`src/rtl/io_reg_pkg.sv`:
```
// io_reg_pkg: shared types and limits for the AP3 IO serializer/deserializer stages.
package io_reg_pkg;

    typedef enum logic {SER_IDLE, SER_SHIFT} ser_state_e;

    localparam int SER_MAX_WIDTH = 32;

endpackage

```
`src/rtl/io_out_serializer.sv`:
```
// io_out_serializer: parallel-to-serial stage feeding the AP3 IO output register cell (OQI/OSEL).
module io_out_serializer
    import io_reg_pkg::*;
#(
    parameter int   WIDTH     = 8,
    parameter bit   MSB_FIRST = 1'b0,
    parameter logic IDLE_LVL  = 1'b0
) (
    input  logic             IQC,
    input  logic             QRTN,
    input  logic [WIDTH-1:0] DATA_I,
    input  logic             VALID_I,
    output logic             READY_O,
    input  logic             OSEL_MODE_I,
    output logic             OQI_O,
    output logic             OSEL_O,
    output logic             BUSY_O,
    output logic             DONE_O
);

    localparam int            CW   = $clog2(WIDTH);
    localparam logic [CW-1:0] LAST = CW'(WIDTH - 1);

    if (WIDTH < 2 || WIDTH > SER_MAX_WIDTH) begin : g_width_chk
        $error("io_out_serializer: WIDTH must be in 2..%0d", SER_MAX_WIDTH);
    end

    ser_state_e       state_q, state_d;
    logic [WIDTH-1:0] shreg_q, shreg_d;
    logic [CW-1:0]    cnt_q, cnt_d;
    logic             rdy_en_q;
    logic             oqi_q, oqi_d;
    logic             osel_q, osel_d;
    logic             busy_q, busy_d;
    logic             done_q, done_d;
    logic             accept;

    function automatic logic head(input logic [WIDTH-1:0] d);
        return MSB_FIRST ? d[WIDTH-1] : d[0];
    endfunction

    // The register always holds the not-yet-driven bits with the next one at the head.
    function automatic logic [WIDTH-1:0] advance(input logic [WIDTH-1:0] d);
        return MSB_FIRST ? (d << 1) : (d >> 1);
    endfunction

    assign READY_O = rdy_en_q & (state_q == SER_IDLE || cnt_q == LAST);
    assign accept  = VALID_I & READY_O;

    always_comb begin
        state_d = state_q;
        shreg_d = shreg_q;
        cnt_d   = cnt_q;
        oqi_d   = oqi_q;
        osel_d  = osel_q;
        busy_d  = busy_q;
        done_d  = 1'b0;
        if (accept) begin
            shreg_d = advance(DATA_I);
            oqi_d   = head(DATA_I);
            osel_d  = OSEL_MODE_I;
            cnt_d   = '0;
            busy_d  = 1'b1;
            state_d = SER_SHIFT;
        end else if (state_q == SER_SHIFT) begin
            if (cnt_q == LAST) begin
                oqi_d   = IDLE_LVL;
                busy_d  = 1'b0;
                state_d = SER_IDLE;
            end else begin
                cnt_d   = cnt_q + 1'b1;
                oqi_d   = head(shreg_q);
                shreg_d = advance(shreg_q);
                done_d  = (cnt_d == LAST);
            end
        end
    end

    always_ff @(posedge IQC or negedge QRTN) begin
        if (!QRTN) begin
            state_q  <= SER_IDLE;
            shreg_q  <= '0;
            cnt_q    <= '0;
            rdy_en_q <= 1'b0;
            oqi_q    <= IDLE_LVL;
            osel_q   <= 1'b0;
            busy_q   <= 1'b0;
            done_q   <= 1'b0;
        end else begin
            state_q  <= state_d;
            shreg_q  <= shreg_d;
            cnt_q    <= cnt_d;
            rdy_en_q <= 1'b1;
            oqi_q    <= oqi_d;
            osel_q   <= osel_d;
            busy_q   <= busy_d;
            done_q   <= done_d;
        end
    end

    assign OQI_O  = oqi_q;
    assign OSEL_O = osel_q;
    assign BUSY_O = busy_q;
    assign DONE_O = done_q;

endmodule

```
`config.mk`:
```
export PLATFORM = sky130hd
export DESIGN_NAME = io_out_serializer
export DESIGN_NICKNAME = d
export VERILOG_FILES = /design/src/rtl/io_reg_pkg.sv /design/src/rtl/io_out_serializer.sv
export SDC_FILE = /design/constraint.sdc
export NUM_CORES = 1
export LEC_CHECK = 0
export CORE_MARGIN = 4
export CORE_UTILIZATION = 45
export DETAILED_ROUTE_END_ITERATION = 16
export HOLD_SLACK_MARGIN = 0.06
export MAX_ROUTING_LAYER = met4
export PLACE_DENSITY_LB_ADDON = 0.3
export SETUP_SLACK_MARGIN = 0.5
export SLEW_MARGIN = 40
export SYNTH_ARGS = -nofsm -noshare
export SYNTH_HDL_FRONTEND = slang
export SYNTH_SLANG_ARGS = --single-unit
```
`constraint.sdc`:
```
create_clock -name IQC -period 5.1 [get_ports IQC]
set_input_delay 1.53 -clock IQC [delete_from_list [all_inputs] [get_ports IQC]]
set_output_delay 1.53 -clock IQC [all_outputs]
set_load 0.01 [all_outputs]
```
### After elaboration in Yosys (flattened, before gate mapping)

Index checks and enable logic that the tools add are counted.

* bits of input ports: 12
* register bits: 17
* output and inout port bits: 5
* word-level logic and storage cells: 38

* eq/ne operators: 3
* reduce and logical (&&, ||, !) cells: 5
* add/subtract/negate cells: 1
* mux-type cells: 18
* bitwise operators: 3

Operators by type and width (count)
* $mux 8: 3
* $mux 1: 12
* $mux 3: 3
* $eq 3x3->1 const B: 2
* $reduce_and 2->1: 2
* $reduce_bool 2->1: 2
* $add 3x1->3 const B: 1
* $and 1x1->1: 2
* $ne 2x2->1 const B: 1
* $logic_or 1x1->1: 1
* $not 1->1: 1

### Longest topological paths before layout

Gate-level depths: netlist of run 1.

* depth in word-level cells: 6
* gate-level depth with buffers: 7
* mapped depth without buffers: 6

### Least setup slack after synthesis of run 1

No wires, ideal clock.

* path type: register -> output
* start: reg cnt_q[0]
* end: out READY_O
* setup slack: 2.331 ns
* data arrival time: 1.239 ns
* cell stages (with the launch flop): 6
* buffers on the path: 1
* data required time: 3.570 ns
* cell sequence: dfrtp_1 ha_1 ha_1 nand2b_1 buf_6 and2_2

* longest elaborated chain between the ends: 3

Ends and longest elaborated chain
* start, declared: RTL line io_out_serializer.sv:30 `logic [CW-1:0] cnt_q, cnt_d;`
* start signal, assigned: RTL line io_out_serializer.sv:92 `cnt_q <= cnt_d;`
* $eq 3x3->1: RTL line io_out_serializer.sv:47 `assign READY_O = rdy_en_q & (state_q == SER_IDLE || cnt_q == LAST);`
* $logic_or 1x1->1: RTL line io_out_serializer.sv:47
* $and 1x1->1: RTL line io_out_serializer.sv:47
* end, declared: RTL line io_out_serializer.sv:13 `output logic READY_O,`

Every way passes these cells.

### Worst setup path in the final report of run 1

Ends and elaborated chain as after synthesis.

==> results of run 1 <==
## final cells by class
cell class | count | share of cell area
clock buffers | 4 | 0.0398
inverters | 2 | 0.00823
well taps | 16 | 0.0219
flip-flops and latches | 16 | 0.439
repair buffers | 16 | 0.176
multi-input cells | 39 | 0.316
## power breakdown
group	internal (µW)	switching (µW)	leakage, µW	total [µW]
registers	175	25.9	0.000202	201
logic	101	85.0	0.000193	186
clock network	43.4	39.4	0.0000210	82.9
## cell families after synthesis
kind of cell | count (synthesis) | share of synthesized area
other | 1 | 0.00517
adders and majority gates | 3 | 0.0517
DFF | 16 | 0.552
muxes | 2 | 0.0293
and+or+nand+nor | 21 | 0.178
buffers and inverters | 5 | 0.0517
AOI/OAI and AO/OA | 12 | 0.133
## registers in the layout (all words and copies together) (netlist names)
name,cells
shreg_q,7
rdy_en_q,1
OSEL_O,1
state_q,1
BUSY_O,1
cnt_q,3
DONE_O,1
OQI_O,1
## critical path, stage by stage, from the launching register on
cell	delay (ps)
dfrtp_1	410
ha_1	200
ha_1	190
nand2b_1	270
and2_2	250
clkdlybuf4s50_1	470
## worst paths after layout
| check | slack (ps) | cells past startpoint | from | to |
|---|---|---|---|---|
| worst max-delay path | 1490 | 5 | cnt_q[0]$_DFFE_PN0P_ | READY_O |
| worst min-delay path | 490 | 1 | BUSY_O$_DFFE_PN0P_ | BUSY_O$_DFFE_PN0P_ |
| worst max register to register | 3270 | 5 | cnt_q[0]$_DFFE_PN0P_ | shreg_q[1]$_DFFE_PN0P_ |
| worst min register to register | 490 | 1 | BUSY_O$_DFFE_PN0P_ | BUSY_O$_DFFE_PN0P_ |
| max in group asynchronous | 3010 | 1 | QRTN | cnt_q[0]$_DFFE_PN0P_ |
| min in group asynchronous | 1660 | 1 | QRTN | shreg_q[0]$_DFFE_PN0P_ |
## cells in the final DEF, fill, tap and decap left out, drive strengths merged, types with 2 or more instances in the layout
master / instances
a221o: 6
and2: 9
clkbuf: 4
clkdlybuf4s50: 16
dfrtp: 16
ha: 3
inv: 2
nand2: 5
nand3: 2
o21ai: 3
## routing by layer
metal / wire length (µm) / GRT usage / vias to the layer above / part of all wire
met1: 555 / 0.172 / 223 / 0.46
met4: 15 / 0.0806 / 0 / 0.012
met2: 549 / 0.195 / 13 / 0.45
met3: 92 / 0.0480 / 2 / 0.076
met5: 0 / - / - / 0
li1: - / - / 243 / -
## metrics by stage
stage / cell area, µm² / utilization / hold WS, ps / setup slack [ps]
3_3_place_gp: 876 / 0.581 / 466 / 1810
5_1_grt: 912 / 0.605 / 503 / 1370
3_5_place_dp: 876 / 0.581 / 471 / 1800
2_1_floorplan: 726 / - / 470 / 2330
4_1_cts: 912 / 0.605 / 492 / 1470
6_report: 912 / 0.605 / 486 / 1490
==> impl_metrics.yaml, run 1 <==
final_layout:
  fill_cells: 133
  final_cells: 93
  drive_gt1_frac: 0.156
  antenna_cells: 0
  synthToLayoutAreaGrowth_pct: 25.7
  nets: 93
  seqCellArea_um2: 400
  multi_input_area_um2: 288
routing:
  routed_via_density: 5.17
  drt_first_pass_iters: 4
  num_vias: 481
  antenna_left: 0
  wire_per_inst_um: 13.0
  drt_iter0_drc: 11
  routed_wirelength_mm: 1.21
  drc_errors: 0
clock_network:
  htreeDepth: 1
  numClockSinks: 16
  clk_pin_slew_ps: 90
  cts_inserted_buffers: 3
  cts_tree: "yes"
  post-cts-setup-buffer-count: 0
  ctsHoldBuffers: 0
  cts_root_buffer: "clkbuf_4"
  cts_buffer_depth: 2
  cts.repair.resized: 0
  clock_latency_ps: 280
yosys:
  ys.flop_type: "dfrtp_1"
  synth_top_area_share: 0.552
  syn-instance-count: 60
  ys_async_sr_fraction: 1.00
  ys_top_cells_by_count: "dfrtp_1 (16), a221o_1 (5), and2_1 (5), nand2_1 (5)"
  synth_cell_types: 25
  synth_edf_count: 0
  yosysSeqAreaShare: 0.552
  synth_top_area_cell: "dfrtp_1"
  synth.most_common_cell: "dfrtp_1"
  syn_area_um2: 726
  synth-seq-cells: 16
  synthTopCellsByArea: "dfrtp_1 (55%), a221o_1 (6.9%), ha_1 (5.2%)"
  syn_area_per_cell_um2: 12.1
  ys_warn_count: 0
  syn_nets: 75
floorplanning:
  die_h_um: 48.2
  coreArea_um2: 1510
  core.rowCount: 14
  initial_core_util: 0.482
  design.die.area_um2: 2320
  die_w_um: 48.2
  io_pins: 17
placement:
  dp_hpwl_um: 897
  portBuffers: 16
  dp_cells: 89
  gp_congestion: 0.727
timing:
  tightest_slew_ps: 692
  fin_worst_skew_ps: 2.23
  clock.fmax_mhz: 277
  period_minus_slack_ps: 3610
  setup_viol: 0
  fin_crit_sh: 0.709
  slew_headroom: 0.537
  hold_violations: 0
  slew_viol_final: 0
  rsz0062_at_grt: "false"
  fin_tns_setup_ps: 0
power_and_ir_drop:
  ir_worst_vdd_v: 0.000323
  fin_total_pwr_uw: 470
  p_per_area_nw_per_um2: 516
  p_leak_uw: 0.000415
critical_path:
  worstSetupPathType: "reg -> out"
  cp-end-kind: "output port"
  cp_max_fo: 9
  required_ps: 3570
  arrival_ps: 2080
  cp-start-kind: "flip-flop"
global_routing:
  grt_util_all_layers: 0.139
  grt_pass1_vias: 486
  antenna_found_initial: 0
  grt_pass1_wl_mm: 2.06
  grt_max_degree: 17
  grt.overflow.total: 0
worst_hold_path:
  worstHoldPathType: "reg -> reg"
job:
  cap_violations: 0
run_status:
  status: "finished, final reports clean"
Note: power is estimated with default switching activity, not from simulation.
==> run 2, diff against run 1 <==
--- a/config.mk
+++ b/config.mk
@@ -6,7 +6,7 @@
 export NUM_CORES = 1
 export LEC_CHECK = 0
 export CORE_MARGIN = 4
-export CORE_UTILIZATION = 45
+export CORE_UTILIZATION = 42
 export DETAILED_ROUTE_END_ITERATION = 16
 export HOLD_SLACK_MARGIN = 0.06
 export MAX_ROUTING_LAYER = met4
==> constraint.sdc (replaced) <==
create_clock -name IQC -period 3 [get_ports IQC]
set_input_delay 0.9 -clock IQC [delete_from_list [all_inputs] [get_ports IQC]]
set_output_delay 0.9 -clock IQC [all_outputs]
set_load 0.01 [all_outputs]
==> run 2 against run 1 <==
Net effect: final area is 2.2% higher; clock skew is 2.9 ps higher; critical endpoint unchanged; core utilization fell by 1.4 points; register-to-register slack got worse by 2100 ps; combinational power grew 95%; first-iteration DRC count down 55%; hold slack better by 1.6 ps; global-route usage shrank 1.4 points; non-clock buffer count increased by 3; cell count is 3.2% higher; clock-buffer cell count is the same; setup slack lost 920 ps.
==> impl_metrics.yaml, run 2 (synthesis gave the netlist of run 1 again) <==
run_status:
  status: "finished, final reports clean"
worst_hold_path:
  worstHoldPathType: "reg -> reg"
  whs_path_depth: 1
  whs_endpoint: "BUSY_O$_DFFE_PN0P_"
  min_from: "BUSY_O$_DFFE_PN0P_"
final_layout:
  final_cell_mix: "dfrtp_1 (16), clkdlybuf4s50_1 (15), and2_1 (5), a221o_1 (5), nand2_1 (5)"
  reg_top3: "shreg_q x7, cnt_q x3"
  seqCellArea_um2: 400
  nets: 96
  finish.utilization: 0.591
  drive_gt1_frac: 0.213
  regMostFlops: "shreg_q"
  multi_input_area_um2: 290
  largest_reg_flops: 7
  fill_cells: 146
  mostFrequentLayoutCell: "dfrtp_1"
  synthToLayoutAreaGrowth_pct: 28.4
  antenna_cells: 0
critical_path:
  required_ps: 2100
  arrival_ps: 1540
  r2r_setup_slack_ps: 1220
  reg2reg_from: "cnt_q[0]$_DFFE_PN0P_"
  cp_max_fo: 3
  reg2reg_depth: 6
  worstSetupPathType: "reg -> out"
  crit_start: "cnt_q[0]$_DFFE_PN0P_"
  cp-end-kind: "output port"
  r2r-end: "shreg_q[1]$_DFFE_PN0P_"
  cp-start-kind: "flip-flop"
clock_network:
  numClockSinks: 16
  cts_tree: "yes"
  cts_inserted_buffers: 3
  clock_latency_ps: 290
  cts_root_buffer: "clkbuf_4"
  cts_buffer_depth: 2
  clk_pin_slew_ps: 100
  htreeDepth: 1
  ctsHoldBuffers: 0
global_routing:
  grt_pass1_wl_mm: 2.25
  grt.overflow.total: 0
  grt_max_degree: 17
  grt_pass1_vias: 516
  grt_util_all_layers: 0.125
  antenna_found_initial: 0
routing:
  wire_per_inst_um: 13.5
  drt_first_pass_iters: 2
  routed_wirelength_mm: 1.30
  drt_iter0_drc: 5
  antenna_left: 0
  routed_via_density: 5.24
  drc_errors: 0
  num_vias: 503
timing:
  clock.fmax_mhz: 410
  setup_viol: 0
  slew_viol_final: 0
  hold_violations: 0
  tightest_slew_ps: 697
  fin_crit_sh: 0.813
  period_minus_slack_ps: 2440
  fin_tns_setup_ps: 0
  fin_worst_skew_ps: 5.14
  rsz0062_at_grt: "false"
  slew_headroom: 0.534
floorplanning:
  core.rowCount: 14
  initial_core_util: 0.460
  coreArea_um2: 1580
  die_h_um: 49.6
  die_w_um: 49.6
  io_pins: 17
  design.die.area_um2: 2460
power_and_ir_drop:
  p_seq_frac: 0.402
  p_leak_uw: 0.000430
  fin_total_pwr_uw: 843
  switchingPower_uw: 274
  internal_power_uw: 569
  clock_power_share: 0.169
  combPwrFrac: 0.430
  power.share.switching: 0.325
  ir_worst_vdd_v: 0.000501
  p_per_area_nw_per_um2: 905
job:
  cap_violations: 0
placement:
  gp_congestion: 0.764
  portBuffers: 16
  dp_hpwl_um: 904
==> run 2: worst max-delay path by stage <==
stage	slack (ps)	endpoint	cells past startpoint
after floorplan	860	READY_O	5
after global placement	510	READY_O	5
after detailed placement	480	READY_O	5
after CTS	560	READY_O	5
after global routing	500	READY_O	5
final	560	READY_O	5
==> run 2: power by group through the flow <==
stage               Combinational (µW)  Clock (µW)  Sequential, µW
floorplan                          234           0             350
global placement                   328           0             345
detailed placement                 338           0             350
CTS                                361         146             341
global route                       404         156             352
finish                             362         142             339
==> run 2: cell type report <==
| cell class | instances | area share |
|---|---|---|
| Timing Repair Buffer | 19 | 0.191 |
| Clock buffer | 4 | 0.0389 |
| Sequential cell | 16 | 0.430 |
| Tap cell | 16 | 0.0215 |
| Multi-Input combinational cell | 39 | 0.311 |
| Inverter | 2 | 0.00805 |
==> run 2: timing repair <==
| item | in CTS | in global routing |
|---|---|---|
| endpoints found under the setup margin | 1 | 0 |
| gates resized for setup | 5 | 0 |
| setup buffers | 2 | 0 |
==> run 2: worst max-delay path, stage by stage (launching register included) <==
cell and delay [ps]:
dfrtp_1 390, ha_1 210, ha_2 190, nand2b_1 150
and2_2 180, buf_2 130
==> run 2: through the flow <==
step / setup WS, ps / cells / hold WS (ps) / cell area (µm²)
floorplan: 861 / 60 / 470 / 726
global placement: 507 / 90 / 466 / 883
detailed placement: 480 / 90 / 473 / 883
CTS: 557 / 96 / 495 / 932
global route: 504 / 96 / 520 / 932
finish: 562 / 96 / 488 / 932
==> run 2: metal layers <==
metal,vias to the layer above,global-route usage,wire length [µm]
li1,247,-,-
met1,239,0.169,637
met2,13,0.163,547
met3,4,0.0211,77
met4,0,0.101,38
met5,-,-,0
==> run 3, diff against run 2 <==
--- a/config.mk
+++ b/config.mk
@@ -6,7 +6,7 @@
 export NUM_CORES = 1
 export LEC_CHECK = 0
 export CORE_MARGIN = 4
-export CORE_UTILIZATION = 42
+export CORE_UTILIZATION = 45
 export DETAILED_ROUTE_END_ITERATION = 16
 export HOLD_SLACK_MARGIN = 0.06
 export MAX_ROUTING_LAYER = met4
==> constraint.sdc (replaced) <==
create_clock -name IQC -period 2.3 [get_ports IQC]
set_input_delay 0.69 -clock IQC [delete_from_list [all_inputs] [get_ports IQC]]
set_output_delay 0.69 -clock IQC [all_outputs]
set_load 0.01 [all_outputs]
==> run 3 against run 2 <==
Net effect: core utilization up 5.9 points; sequential share of layout area down 2.1 points; clock-buffer cell count unchanged; power up 36%; final area up 5.1%; combinational power up 38%; clock skew down 1.0 ps; critical endpoint unchanged; sequential cell count unchanged; global-route usage up 2.6 points.
==> impl_metrics.yaml, run 3 (synthesis gave the netlist of run 1 again) <==
critical_path:
  cp_max_fo: 3
  cp-start-kind: "flip-flop"
  required_ps: 1610
  path_cells: "ha_4, ha_4, nand2b_4, and2_4, buf_6"
  arrival_ps: 1420
  max_stage_delay_ps: 420
  cp_slowest_cell: "dfrtp_1"
  worstSetupPathType: "reg -> out"
  cp-end-kind: "output port"
  path_common_cell: "ha_4"
timing:
  rsz0062_at_grt: "true"
  fin_crit_sh: 0.917
  worst_slack_ps: 190
  slew_viol_final: 0
  clock.fmax_mhz: 474
  period_minus_slack_ps: 2110
  setup_viol: 0
  hold_violations: 0
  fin_worst_skew_ps: 4.11
  fin_tns_setup_ps: 0
  worst_hold_slack_ps: 489
global_routing:
  grt_pass1_wl_mm: 2.21
  grt_pass1_vias: 490
  grt_max_degree: 17
  antenna_found_initial: 0
  grt_util_all_layers: 0.151
  grt.overflow.total: 0
worst_hold_path:
  worstHoldPathType: "reg -> reg"
run_status:
  status: "finished, final reports clean"
clock_network:
  cts_buffer_depth: 2
  numClockSinks: 16
  cts_tree: "yes"
  cts_root_buffer: "clkbuf_4"
  htreeDepth: 1
  clk_pin_slew_ps: 100
  cts_inserted_buffers: 3
  clock_latency_ps: 290
placement:
  portBuffers: 16
  dp_hpwl_um: 954
  gp_congestion: 0.804
  dp_cells: 91
  pre_cts_ws_ps: 110
final_layout:
  largest_reg_flops: 7
  mostFrequentLayoutCell: "dfrtp_1"
  final_cell_mix: "dfrtp_1 (16), clkdlybuf4s50_1 (11)"
  reg_top3: "shreg_q x7, cnt_q x3"
  synthToLayoutAreaGrowth_pct: 35.0
  regMostFlops: "shreg_q"
  final_cells: 98
  nets: 98
  antenna_cells: 0
  drive_gt1_frac: 0.256
power_and_ir_drop:
  p_leak_uw: 0.000454
  internal_power_uw: 765
  p_per_area_nw_per_um2: 1170
  clock_power_share: 0.166
  power.share.switching: 0.333
  combPwrFrac: 0.437
  switchingPower_uw: 382
  p_seq_frac: 0.397
  ir_worst_vdd_v: 0.000886
routing:
  antenna_left: 0
  routed_wirelength_mm: 1.36
  drc_errors: 0
  wire_per_inst_um: 13.9
  drt_first_pass_iters: 4
  drt_iter0_drc: 12
  num_vias: 517
  routed_via_density: 5.28
floorplanning:
  initial_core_util: 0.482
  die_w_um: 48.2
  design.die.area_um2: 2320
  io_pins: 17
  core.rowCount: 14
  die_h_um: 48.2
  coreArea_um2: 1510
job:
  cap_violations: 0
## run 3: changes by cell type in the layout (fill, tap and decap cells not counted), moves of 2 or more
cell	delta
clkdlybuf4s50_1	-4
dlygate4sd2_1	+4
ha_4	+2
buf_4	+2
## run 3: path summary, 6_finish.rpt
path | start | endpoint | slack [ps] | cells past startpoint
setup / recovery | cnt_q[1]$_DFFE_PN0P_ | READY_O | 190 | 5
hold / removal | BUSY_O$_DFFE_PN0P_ | BUSY_O$_DFFE_PN0P_ | 490 | 1
setup reg to reg | cnt_q[1]$_DFFE_PN0P_ | shreg_q[1]$_DFFE_PN0P_ | 590 | 6
hold reg to reg | BUSY_O$_DFFE_PN0P_ | BUSY_O$_DFFE_PN0P_ | 490 | 1
max in group asynchronous | QRTN | shreg_q[5]$_DFFE_PN0P_ | 1420 | 2
min in group asynchronous | QRTN | BUSY_O$_DFFE_PN0P_ | 700 | 2
## run 3: per-layer routing
metal,track usage,up-vias,share of wire
li1,-,252,-
met1,0.175,244,0.45
met2,0.224,19,0.46
met3,0.0812,2,0.090
met4,0.0484,0,0.0066
met5,-,-,0
## run 3: area by class of cell
cell class / instances / area [µm²]
inverter: 2 / 7.51
multi-input combinational: 39 / 322
sequential: 16 / 400
clock buffer: 4 / 36.3
tap: 16 / 20.0
timing repair buffer: 21 / 194
fill: 117 / 527
## run 3: worst max-delay path, delay by kind of cell (launching register included)
kind	cells	cell delay (ps)
buffers and inverters	1	110
DFF	1	420
adders and majority gates	2	330
and+or+nand+nor	2	270
## run 3: repair_timing
action                     CTS  global route
setup buffers                2             1
hold buffers                 0             0
setup endpoints to repair    5             1
resized for setup            9             1
pin swaps                    1             2
## run 3: power by group through the flow
stage,Sequential [µW],Clock [µW],Combinational [µW]
6_report,455,190,501
5_1_grt,472,206,565
4_1_cts,450,193,487
3_5_place_dp,464,0,469
3_3_place_gp,459,0,464
2_1_floorplan,466,0,331
## run 3: stage by stage
stage	instance area (µm²)	util	power, µW
after floorplan	749	-	796
after global placement	915	0.607	922
after detailed placement	915	0.607	934
after CTS	962	0.639	1130
after global routing	980	0.650	1240
final	980	0.650	1150
